<file path="src/rtl/load_ext_unit.sv">
// Load-data lane extract and zero/sign extend stage with a one-beat output
// register, valid/ready handshake and a saturating misalignment error count.
module load_ext_unit #(
    parameter  int DATA_W = 32,
    localparam int OFF_W  = $clog2(DATA_W / 8)
) (
    input  logic              clk,
    input  logic              rst_n,
    input  logic              in_valid,
    output logic              in_ready,
    input  logic [DATA_W-1:0] in_data,
    input  logic [OFF_W-1:0]  in_off,
    input  logic [1:0]        in_size,
    input  logic              in_sign,
    output logic              out_valid,
    input  logic              out_ready,
    output logic [DATA_W-1:0] out_data,
    output logic              out_err,
    output logic [7:0]        err_cnt,
    input  logic              err_clr
);

    logic              out_valid_q, out_valid_d;
    logic [DATA_W-1:0] out_data_q, out_data_d;
    logic              out_err_q, out_err_d;
    logic [7:0]        err_cnt_q, err_cnt_d;

    logic [DATA_W-1:0] lane;
    logic [DATA_W-1:0] keep;
    logic [DATA_W-1:0] ext;
    logic [OFF_W-1:0]  off_mask;
    logic              msb;
    logic              err;
    logic              accept;

    assign in_ready = !out_valid_q || out_ready;
    assign accept   = in_valid && in_ready;
    assign lane     = in_data >> {in_off, 3'b000};

    always_comb begin
        keep     = '1;
        msb      = lane[DATA_W-1];
        off_mask = '1;
        unique case (in_size)
            2'b00: begin
                keep     = DATA_W'(8'hFF);
                msb      = lane[7];
                off_mask = '0;
            end
            2'b01: begin
                keep     = DATA_W'(16'hFFFF);
                msb      = lane[15];
                off_mask = OFF_W'(1);
            end
            2'b10: begin
                keep     = DATA_W'(32'hFFFF_FFFF);
                msb      = lane[31];
                off_mask = OFF_W'(3);
            end
            2'b11: begin
                keep     = '1;
                msb      = lane[DATA_W-1];
                off_mask = '1;
            end
        endcase
    end

    // A full-width lane has keep all ones, so the fill term vanishes.
    assign ext = (lane & keep) | ((in_sign && msb) ? ~keep : '0);
    assign err = ((in_off & off_mask) != '0) ||
                 ((in_size == 2'b11) && (DATA_W == 32));

    always_comb begin
        out_valid_d = out_valid_q;
        out_data_d  = out_data_q;
        out_err_d   = out_err_q;
        err_cnt_d   = err_cnt_q;
        if (accept) begin
            out_valid_d = 1'b1;
            out_data_d  = err ? '0 : ext;
            out_err_d   = err;
        end else if (out_ready) begin
            out_valid_d = 1'b0;
        end
        if (err_clr) begin
            err_cnt_d = '0;
        end else if (accept && err && err_cnt_q != 8'hFF) begin
            err_cnt_d = err_cnt_q + 8'd1;
        end
    end

    always_ff @(posedge clk or negedge rst_n) begin
        if (!rst_n) begin
            out_valid_q <= 1'b0;
            out_data_q  <= '0;
            out_err_q   <= 1'b0;
            err_cnt_q   <= '0;
        end else begin
            out_valid_q <= out_valid_d;
            out_data_q  <= out_data_d;
            out_err_q   <= out_err_d;
            err_cnt_q   <= err_cnt_d;
        end
    end

    assign out_valid = out_valid_q;
    assign out_data  = out_data_q;
    assign out_err   = out_err_q;
    assign err_cnt   = err_cnt_q;

endmodule

</file>
<file path="config.mk">
export PLATFORM = sky130hd
export DESIGN_NAME = load_ext_unit
export DESIGN_NICKNAME = d
export VERILOG_FILES = /design/src/rtl/load_ext_unit.sv
export SDC_FILE = /design/constraint.sdc
export NUM_CORES = 1
export LEC_CHECK = 0
export BUFFER_PORTS_ARGS = -buffer_cell sky130_fd_sc_hd__buf_2
export CORE_AREA = 10 10 83 85
export CTS_CLUSTER_SIZE = 16
export DETAILED_ROUTE_END_ITERATION = 6
export DIE_AREA = 0 0 93 95
export HOLD_SLACK_MARGIN = 0.05
export PLACE_DENSITY = 0.73
export SLEW_MARGIN = 10
export SYNTH_ARGS = -nofsm -noshare
export SYNTH_HDL_FRONTEND = slang
export SYNTH_SLANG_ARGS = --single-unit
</file>
<file path="constraint.sdc">
create_clock -name clk -period 2.05 [get_ports clk]
set_clock_uncertainty 0.05 [all_clocks]
set_input_delay 0.5125 -clock clk [delete_from_list [all_inputs] [get_ports clk]]
set_output_delay 0.5125 -clock clk [all_outputs]
set_load 0.01 [all_outputs]
</file>
==> results.toml <==
[cells_and_area]
layout.nets = 348
drive_above_1_share_pct = 42.2
syn_to_final_growth_pct = 29.3
diodes = 0
fin_util_pct = 56.2
fin_area_um2 = 3000
fill_cells = 520
instances_no_fill = 378

[sta]
fmax_mhz = 532
rsz0062_at_grt = "no"
finalSetupTns_ns = 0
fin_crit_sh_pct = 91.7
worstMarginPinSlew_ns = 1.11
relSlewSlack_pct = 25.1
slew_viol_final = 0
period_needed_ns = 1.88
final_hold_viol_count = 0
finalSetupViolations = 0

[drt]
post_drt_wl_per_cell_um = 18.9
avgViaCountPerCell = 5.88
antenna_left = 0
wirelength_um = 7150
drc = 0
vias = 2224
dr.first_iter.drc_count = 213
first_pass_iters = 5

[global_route]
grt_usage_pct = 15.8
grt_max_degree = 43
grt-ovfl-total = 0
grt_pass1_vias = 2262
grt_pass1_wl_um = 11300
antenna_found_initial = 0

[pwr]
seq_power_share_pct = 42.9
clockPowerShare_pct = 37.1
finalPower_mw = 2.18
p_int_mw = 1.61
switching_share_pct = 26.2
pwr-share-comb_pct = 19.9
pwr_density_cell_nw_per_um2 = 727
power.leakage_nw = 1.48
ir_worst_vdd_v = 0.000362
net-switching-power_mw = 0.571

[floorplan]
std_cell_rows = 27
die_w_um = 93
initial_core_util_pct = 43.5
fp.dieH_um = 95
dieArea_um2 = 8840
core_region_area_um2 = 5340
io_pins = 85

[synthesis]
synth.avg_cell_area_um2 = 10.6
synth_fp_nets = 262
ys_seq_elements = 42
syn_inst = 219
synth_edf_count = 0
synth_area_um2 = 2320
synth_cell_types = 35
async_reset_ff_share_pct = 100
ys_seq_area_share_pct = 45.3
ys.flop_type = "dfrtp_1"
synth_top_area_share_pct = 45.3
ys_warn_count = 0
synth.area.top_cells = "dfrtp_1 (45%), a32o_1 (6.5%), a221o_2 (4.9%), mux2_2 (4.4%), mux2i_1 (3.9%)"
synth.largest_area_cell = "dfrtp_1"

[critical_path]
cp_cell_sequence = "buf_2, mux2i_1, o311ai_1, a32o_1"
r2r_start = "out_valid"
critPathArrivalTime_ns = 2.06
rrSetupSlack_ns = 0.19
end_kind = "register"
cp_max_fo = 8
critPathLaunchType = "input port"
r2r-end = "err_cnt[0]"
rr_worst_depth = 5
slowest_delay_ns = 0.91
endpoint = "out_data[9]"
crit_type = "input port to register"
crit_required_ns = 2.23
worst_path_max_delay_cell = "o311ai_1"
crit_start = "in_off[1]"

[clock_network]
cts_inserted_buffers = 5
clk_pin_slew_ns = 0.08
clk-insertion-delay-late_ns = 0.29
cts_tree = "done"
clkSinkCount = 42
clockRootBuffer = "clkbuf_8"
cts_htree_levels = 2
cts_max_path_buffers = 2
cts_setup_buffers = 0

[outcome]
status = "completed"

[hold_path]
min_path_type = "input port to async pin"

[job]
maxCapViolCount = 0

[placed_design]
gp_congestion = 0.828
port_buffers = 84
dpl-instance-area_um2 = 2850
dp_cells = 370
hpwl_um = 5300
## worst min-delay path by stage
stage                             from  slack, ns            to  cells past startpoint
after CTS                        rst_n       0.25    err_cnt[4]                      2
after global routing             rst_n       0.28  out_data[13]                      2
after detailed placement  out_data[12]       0.43  out_data[12]                      1
after global placement         out_err       0.42       out_err                      2
final                            rst_n       0.23  out_data[13]                      2
after floorplan                  rst_n       0.17    err_cnt[0]                      0
## flip-flops by register name (all words and copies together) (netlist names)
| signal | flops |
|---|---|
| out_valid | 1 |
| out_data | 32 |
| out_err | 1 |
| err_cnt | 8 |
## synthesized netlist by cell type (5+ instances only)
cell	instances
nor2b_1	9
clkbuf_1	8
a32o_1	15
mux2_2	9
nor2_1	9
a221o_1	6
a211o_1	7
mux2i_1	9
nand3_1	6
nand2b_1	5
a21oi_1	17
nand2_1	16
dfrtp_1	42
a221o_2	10
buf_2	5
o21ai_0	12
## final cells by class
type                    count  area, um^2  area share, %
multi-input cells         156        1160           38.8
flip-flops and latches     42        1050           35.0
repair buffers             97         543           18.1
well taps                  72        90.1           3.00
clock buffers               6        82.6           2.75
clock inverters             2        60.1           2.00
inverters                   3        11.3          0.375
## power by group through the flow
stage / Combinational, mW / Sequential, mW / Clock, mW
6_report: 0.435 / 0.937 / 0.810
2_1_floorplan: 0.203 / 0.979 / 0
4_1_cts: 0.439 / 0.936 / 0.827
3_3_place_gp: 0.430 / 0.952 / 0
3_5_place_dp: 0.437 / 0.951 / 0
5_1_grt: 0.478 / 0.944 / 0.865
## layer usage
metal,routed length [um],track usage (%)
met5,0,0
met4,89,4.37
met3,640,5.55
met1,2890,19.5
met2,3530,25.6
## repair_timing
action | in CTS | in global routing
resized for setup | 0 | 2
endpoints found under the setup margin | 0 | 15
hold buffers | 0 | 0
## through the flow
stage | setup slack [ns] | hold WS, ns
after global routing | 0.0638 | 0.284
after floorplan | 0.186 | 0.167
after detailed placement | -0.127 | 0.429
after global placement | -0.127 | 0.420
after CTS | 0.160 | 0.255
final | 0.170 | 0.232
## worst max-delay path, delay by kind of cell
| kind | cells | cell delay [ns] |
|---|---|---|
| buf+inv | 1 | 0.15 |
| mux | 1 | 0.17 |
| compound gates | 2 | 1.22 |
## cell usage in the layout, fill, tap and decap left out, types with 2 or more instances in the layout
| master | netlist | routed |
|---|---|---|
| buf_2 | 5 | 84 |
| dfrtp_1 | 42 | 42 |
| a21oi_1 | 17 | 17 |
| nand2_1 | 16 | 16 |
| a32o_1 | 15 | 15 |
| o21ai_0 | 12 | 12 |
| buf_4 | 1 | 11 |
| a221o_2 | 10 | 10 |
| mux2i_1 | 9 | 9 |
| mux2_2 | 9 | 9 |
| nor2b_1 | 9 | 9 |
| nor2_1 | 9 | 7 |
| a211o_1 | 7 | 7 |
| nand3_1 | 6 | 6 |
| a221o_1 | 6 | 6 |
| clkbuf_8 | 0 | 6 |
| nand2b_1 | 5 | 5 |
| nand4_1 | 4 | 4 |
| o31ai_1 | 4 | 4 |
| or4_1 | 4 | 4 |
| inv_1 | 3 | 3 |
| or3_1 | 3 | 3 |
| nor2_2 | 0 | 2 |
| bufinv_16 | 0 | 2 |
| buf_12 | 0 | 2 |
## kinds of logic (layout without fill, tap and decap cells)
group,count (synthesis),count (layout),share of synthesized area [%]
AOI/OAI and AO/OA,76,76,26.6
and+or+nand+nor,60,60,14.1
DFF,42,42,45.3
buffers and inverters,21,108,4.80
muxes,18,18,8.25
adders and majority gates,1,1,0.539
xor gates and xnor gates,1,1,0.377
No activity file was read; power rests on OpenSTA's default activity.
